## src/rtl/riscv_mmio_pkg.sv

```systemverilog
// Shared constants and state encoding for the MMIO store monitor.
package riscv_mmio_pkg;

    localparam logic [31:0] CONSOLE_ADDR_DEF = 32'hFFFF_FFF0;
    localparam logic [31:0] TOHOST_ADDR_DEF  = 32'hFFFF_FFF4;
    localparam logic [31:0] TOHOST_PASS      = 32'd1;

    typedef enum logic [1:0] {
        ST_RUN       = 2'd0,
        ST_DONE_PASS = 2'd1,
        ST_DONE_FAIL = 2'd2
    } mon_state_e;

endpackage

```

## src/rtl/sync_fifo.sv

```systemverilog
// Single-clock FIFO; a push while full is accepted when a pop happens in the same cycle.
module sync_fifo #(
    parameter int WIDTH = 8,
    parameter int DEPTH = 8
) (
    input  logic                       clk,
    input  logic                       reset,
    input  logic                       push,
    input  logic [WIDTH-1:0]           wr_data,
    input  logic                       pop,
    output logic [WIDTH-1:0]           rd_data,
    output logic                       full,
    output logic                       empty,
    output logic [$clog2(DEPTH):0]     count
);

    localparam int AW = $clog2(DEPTH);
    localparam int CW = AW + 1;

    logic [WIDTH-1:0] mem_q [DEPTH];
    logic [AW-1:0]    wr_ptr_q, wr_ptr_d;
    logic [AW-1:0]    rd_ptr_q, rd_ptr_d;
    logic [CW-1:0]    count_q, count_d;
    logic             do_push;
    logic             do_pop;

    assign empty   = (count_q == '0);
    assign full    = (count_q == CW'(DEPTH));
    assign count   = count_q;
    assign do_pop  = pop & ~empty;
    assign do_push = push & (~full | do_pop);
    assign rd_data = empty ? '0 : mem_q[rd_ptr_q];

    // Next pointers and occupancy; pointers wrap naturally since DEPTH is a power of two.
    always_comb begin
        wr_ptr_d = wr_ptr_q + AW'(do_push);
        rd_ptr_d = rd_ptr_q + AW'(do_pop);
        count_d  = count_q + CW'(do_push) - CW'(do_pop);
    end

    // Pointer and occupancy registers, cleared by reset so the FIFO empties immediately.
    always_ff @(posedge clk or posedge reset) begin
        if (reset) begin
            wr_ptr_q <= '0;
            rd_ptr_q <= '0;
            count_q  <= '0;
        end else begin
            wr_ptr_q <= wr_ptr_d;
            rd_ptr_q <= rd_ptr_d;
            count_q  <= count_d;
        end
    end

    // Storage array; contents need no reset because reads are masked while empty.
    always_ff @(posedge clk) begin
        if (do_push) begin
            mem_q[wr_ptr_q] <= wr_data;
        end
    end

endmodule

```

## src/rtl/mmio_monitor.sv

```systemverilog
// Watches the core's data-memory store port, diverting console and tohost stores.
module mmio_monitor
    import riscv_mmio_pkg::*;
#(
    parameter int          DEPTH        = 8,
    parameter logic [31:0] CONSOLE_ADDR = CONSOLE_ADDR_DEF,
    parameter logic [31:0] TOHOST_ADDR  = TOHOST_ADDR_DEF,
    parameter int          CNT_W        = 16
) (
    input  logic                    clk,
    input  logic                    reset,
    input  logic                    mem_write,
    input  logic [31:0]             data_addr,
    input  logic [31:0]             write_data,
    output logic                    dmem_we,
    output logic                    out_valid,
    input  logic                    out_ready,
    output logic [7:0]              out_data,
    output logic [$clog2(DEPTH):0]  fifo_count,
    output logic                    overflow,
    output logic                    done,
    output logic                    pass,
    output logic [30:0]             fail_code,
    output logic [CNT_W-1:0]        store_count
);

    mon_state_e       state_q, state_d;
    logic             overflow_q, overflow_d;
    logic [30:0]      fail_code_q, fail_code_d;
    logic [CNT_W-1:0] store_count_q, store_count_d;

    logic hit_con;
    logic hit_th;
    logic running;
    logic fifo_push;
    logic fifo_pop;
    logic fifo_full;
    logic fifo_empty;

    assign hit_con   = mem_write & (data_addr == CONSOLE_ADDR);
    assign hit_th    = mem_write & (data_addr == TOHOST_ADDR);
    assign dmem_we   = mem_write & ~hit_con & ~hit_th;
    assign running   = (state_q == ST_RUN);
    assign fifo_push = hit_con & running;
    assign out_valid = ~fifo_empty;
    assign fifo_pop  = out_valid & out_ready;

    assign done        = (state_q != ST_RUN);
    assign pass        = (state_q == ST_DONE_PASS);
    assign fail_code   = fail_code_q;
    assign overflow    = overflow_q;
    assign store_count = store_count_q;

    sync_fifo #(
        .WIDTH (8),
        .DEPTH (DEPTH)
    ) u_fifo (
        .clk     (clk),
        .reset   (reset),
        .push    (fifo_push),
        .wr_data (write_data[7:0]),
        .pop     (fifo_pop),
        .rd_data (out_data),
        .full    (fifo_full),
        .empty   (fifo_empty),
        .count   (fifo_count)
    );

    // Termination FSM, sticky overflow flag and saturating store counter.
    always_comb begin
        state_d       = state_q;
        fail_code_d   = fail_code_q;
        overflow_d    = overflow_q | (fifo_push & fifo_full & ~fifo_pop);
        store_count_d = store_count_q;
        if (running) begin
            if (mem_write && !(&store_count_q)) begin
                store_count_d = store_count_q + CNT_W'(1);
            end
            if (hit_th) begin
                if (write_data == TOHOST_PASS) begin
                    state_d = ST_DONE_PASS;
                end else if (write_data != 32'd0) begin
                    state_d     = ST_DONE_FAIL;
                    fail_code_d = write_data[31:1];
                end
            end
        end
    end

    // Monitor state registers.
    always_ff @(posedge clk or posedge reset) begin
        if (reset) begin
            state_q       <= ST_RUN;
            fail_code_q   <= '0;
            overflow_q    <= 1'b0;
            store_count_q <= '0;
        end else begin
            state_q       <= state_d;
            fail_code_q   <= fail_code_d;
            overflow_q    <= overflow_d;
            store_count_q <= store_count_d;
        end
    end

endmodule

```

## config.mk

```make
export PLATFORM = sky130hd
export DESIGN_NAME = mmio_monitor
export DESIGN_NICKNAME = d
export VERILOG_FILES = /design/src/rtl/riscv_mmio_pkg.sv /design/src/rtl/sync_fifo.sv /design/src/rtl/mmio_monitor.sv
export SDC_FILE = /design/constraint.sdc
export NUM_CORES = 1
export LEC_CHECK = 0
export CORE_MARGIN = 10
export CORE_UTILIZATION = 35
export DETAILED_ROUTE_END_ITERATION = 8
export GPL_TIMING_DRIVEN = 0
export PLACE_DENSITY_LB_ADDON = 0.12
export SLEW_MARGIN = 40
export SYNTH_ARGS = -nofsm -noshare
export SYNTH_HDL_FRONTEND = slang
export SYNTH_SLANG_ARGS = --single-unit
```

## constraint.sdc

```tcl
create_clock -name clk -period 9.2 [get_ports clk]
set_clock_uncertainty 0.05 [all_clocks]
set_input_delay 1.84 -clock clk [delete_from_list [all_inputs] [get_ports clk]]
set_output_delay 1.84 -clock clk [all_outputs]
set_load 0.005 [all_outputs]
```

==> summary.md <==
| Metric | Value |
|---|---|
| Clock buffers created by TritonCTS | 17 |
| Critical-path maximum fanout | 4 |
| DR vias | 3,319 |
| Synth area leaders | edfxtp_1 37%, dfrtp_1 29%, mux4_2 7.0%, mux2_1 6.8%, ha_1 2.7% |
| Routing layer with the top usage in global route | met2 |
| Capture point of the worst reg-to-reg path | u_fifo.count[2] |
| RR Startpoint | u_fifo.count[2] |
| Die Footprint | about 0.02 mm² |
| Unrepaired setup endpoints after global routing | no |
| Worst Path Buf+Inv | 2 |
| Largest net degree at the start of global routing | between 40 and 50 |
| Yosys warning total | 0 |
| Clock Pin Slew Worst Setup and Hold Paths | around 0.06 ns |
| Worst setup path category | primary input to output port |
| Data required time of the worst path | 7.31 ns |
| WL/cell | ~19 µm |
| Die outline width | ~140 µm |
| Global-route wire length before repair | 20,700 µm |
| Post-layout utilization of the core | 0.511 |
| Crit path max-delay cell type | or4b_1 |
| Number of cells upsized or downsized after cts | 0 |
| Fin Setup TNS | 0 ns |
| Critical path capture point | dmem_we |
| Critical path depth in cells | 6 |
| Slew at the pin closest to its max-slew limit | roughly 0.80 ns |
| Proportion of synthesized chip area in sequential cells | 0.662 |
| Worst setup path startpoint | data_addr[1] |
| Length of the first detailed-routing pass in iterations | 4 |
| TritonCTS clock tree | done |
| First DRT Iteration DRCs | 134 |
| Leakage | 2.94 nW |
| Most prevalent standard cell on the critical path | clkdlybuf4s50_1 |
| Post-Syn Area | around 0.0052 mm² |
| Routability cong. | 0.732 |
| CP top delay family | simple AND/OR/NAND/NOR gates |
| Via count of the first global-routing pass | 3,687 |
| Placed wire-length estimate after detailed placement | 9620 µm |
| Synthesized netlist net count | between 400 and 500 |
| R2R cell count | 12 |
| Post-CTS Hold Buffers | 0 |
| Number of antenna violations at the first check in global routing | 0 |
| Die Span Y | about 140 µm |
| Kind of end point of the critical path | output port |
| Max-slew violation total from the final report | 0 |
| Cells along the critical path | clkdlybuf4s50_1 > or4b_1 > nor4_1 > nand2_1 > and2_1 > clkdlybuf4s50_1 |
| Final-report hold violation count | 0 |
| Ratio of total power to cell area | ~230 mW/mm² |
| Vias/cell | just under 5 |
| Post-synth EDFFs | between 60 and 70 |
| Std-Cell Core Area | around 0.014 mm² |
| Reg2reg setup slack | about 6.4 ns |
| Initial standard-cell utilization of the core | 0.357 |
| Fraction of layout cells with a size suffix above 1 | 0.138 |
| I/O pin cnt | between 100 and 150 |
| Count of max-cap constraint violations | 0 |
| Critical path startpoint category | primary input |
| Library cell with the largest summed area after synthesis | edfxtp_1 |
| Area added between synthesis and finish | 42.9% |
| Level count of the clock H-tree | 4 |
| Leading post-synthesis cells by instance count | 64 x edfxtp_1, 60 x dfrtp_1, 31 x mux2_1 |
| Number of remaining DRC errors | 0 |
| Cell with the most instances after synthesis | edfxtp_1 |
| Top cell type's share of synthesized area | 0.372 |
| Average cell area after synthesis | between 15 and 20 µm² |
| FF+latch count, synth | ~120 |
| Remaining number of nets flagged by the antenna check after routing | 0 |
| Hold crit path type | flop to flop |
| Antenna diode count | 0 |
| Worst-Skew Late Latency | about 0.41 ns |
| Number of nets in the finished design | 560 |
| GR Util met3 | 0.0694 |
| All-Layer GR Usage | 0.134 |
| Clock root buffer master | clkbuf_16 |
| Number of port buffers | 131 |
| Post-synthesis instance total | between 300 and 400 |
| Critical path arrival | between 3 and 4 ns |
| Worst rel slew slack | 0.463 |
| Final Critical Period | 5.77 ns |
| Wirelength, routed | about 13,000 µm |
| Clock sink count | between 100 and 150 |
| Main synth FF type | edfxtp_1 |
| Rows | 44 |
| FILL cells | ~1,200 |
| Maximum buffer depth of the clock tree | 2 |
| Run status | complete, no violations |
| Met2 Usage GRT | 0.207 |
| Maximum VDD drop | ~0.12 mV |
| Final setup fails | 0 |
| Post-synthesis async set-or-reset flop share | 0.484 |
| Unique masters post-synth | 42 |
| Ratio of final minimum period to clock period | 0.627 |
| Met1 global-route usage | 0.153 |
| Post-CTS Setup Repair Bufs | 0 |
| Slowest Stage Delay on Critical Path | 0.53 ns |
| Fmax achieved | 173 MHz |
| Remaining global-route overflow | 0 |
==> kinds of logic (layout without fill, tap and decap cells) <==
family	Yosys count	count (layout)	share of synthesized area
and+or+nand+nor	81	81	0.0907
xor gates and xnor gates	19	19	0.0322
AOI/OAI and AO/OA	9	9	0.0114
buffers and inverters	23	192	0.0184
adders and majority gates	12	12	0.0305
DFF	124	124	0.662
muxes	56	56	0.155
==> stage by stage <==
step	total power (W)	std cells	area, µm²	worst slack [ns]	hold slack [ns]
finish	0.00171	677	7390	3.43	0.413
global route	0.00180	677	7390	3.26	0.458
CTS	0.00173	677	7390	3.39	0.417
detailed placement	0.00110	645	6830	3.38	0.409
global placement	0.00109	639	6710	2.95	0.406
floorplan	0.000882	324	5170	4.45	0.408
==> metal layers <==
metal | vias up | share of wire
met2 | 97 | 0.47
met5 | - | 0
li1 | 1548 | -
met4 | 0 | 0.015
met1 | 1657 | 0.42
met3 | 17 | 0.094
==> area by class of cell <==
| class | count | area, µm² | area share |
|---|---|---|---|
| Buffer | 10 | 46.3 | 0.00626 |
| Clock buffer | 19 | 433 | 0.0586 |
| Tap cell | 184 | 230 | 0.0311 |
| Multi-Input combinational cell | 177 | 1720 | 0.232 |
| Clock inverter | 13 | 126 | 0.0171 |
| Sequential cell | 124 | 3420 | 0.463 |
| Timing Repair Buffer | 137 | 1370 | 0.185 |
| Inverter | 13 | 51.3 | 0.00694 |
==> worst reg2reg max path: stages (launching register included) <==
cell and delay, ns:
dfrtp_1 0.38, inv_1 0.10, ha_1 0.15, inv_1 0.05, nor3_2 0.55, inv_1 0.12, and2_1 0.22, ha_1 0.27
inv_1 0.05, ha_1 0.15, inv_1 0.06, fa_1 0.37, xnor2_1 0.13
==> report_power, final <==
| group | switching, W | leakage, nW | internal [W] |
|---|---|---|---|
| Sequential | 0.0000394 | 1.39 | 0.000617 |
| Clock | 0.000238 | 0.267 | 0.000394 |
| Combinational | 0.000175 | 1.29 | 0.000245 |
==> placed cells by master (no fill, tap or decap), types with 12 or more instances in the layout <==
cell type | netlist | routed
mux2_1 | 31 | 31
clkbuf_16 | 0 | 17
nor2_1 | 15 | 14
edfxtp_1 | 64 | 64
nand4_1 | 14 | 14
clkdlybuf4s50_1 | 0 | 131
dfrtp_1 | 60 | 60
xnor2_1 | 12 | 12
mux4_2 | 16 | 16
==> flip-flops by register name (all words and copies together) (netlist names) <==
name	flops
u_fifo.mem_q	64
fail_code	31
store_count	16
u_fifo.count	4
u_fifo.rd_ptr_q	3
u_fifo.wr_ptr_q	3
state_q	2
overflow	1
==> worst min-delay path by stage <==
stage	end	depth (start not counted)	slack, ns	from
3_5_place_dp	overflow	1	0.41	overflow
4_1_cts	overflow	1	0.42	overflow
2_1_floorplan	state_q[0]	1	0.41	state_q[0]
5_1_grt	fail_code[6]	1	0.46	fail_code[6]
6_report	overflow	1	0.41	overflow
3_3_place_gp	overflow	1	0.41	overflow
No activity file was read; power rests on OpenSTA's default activity.
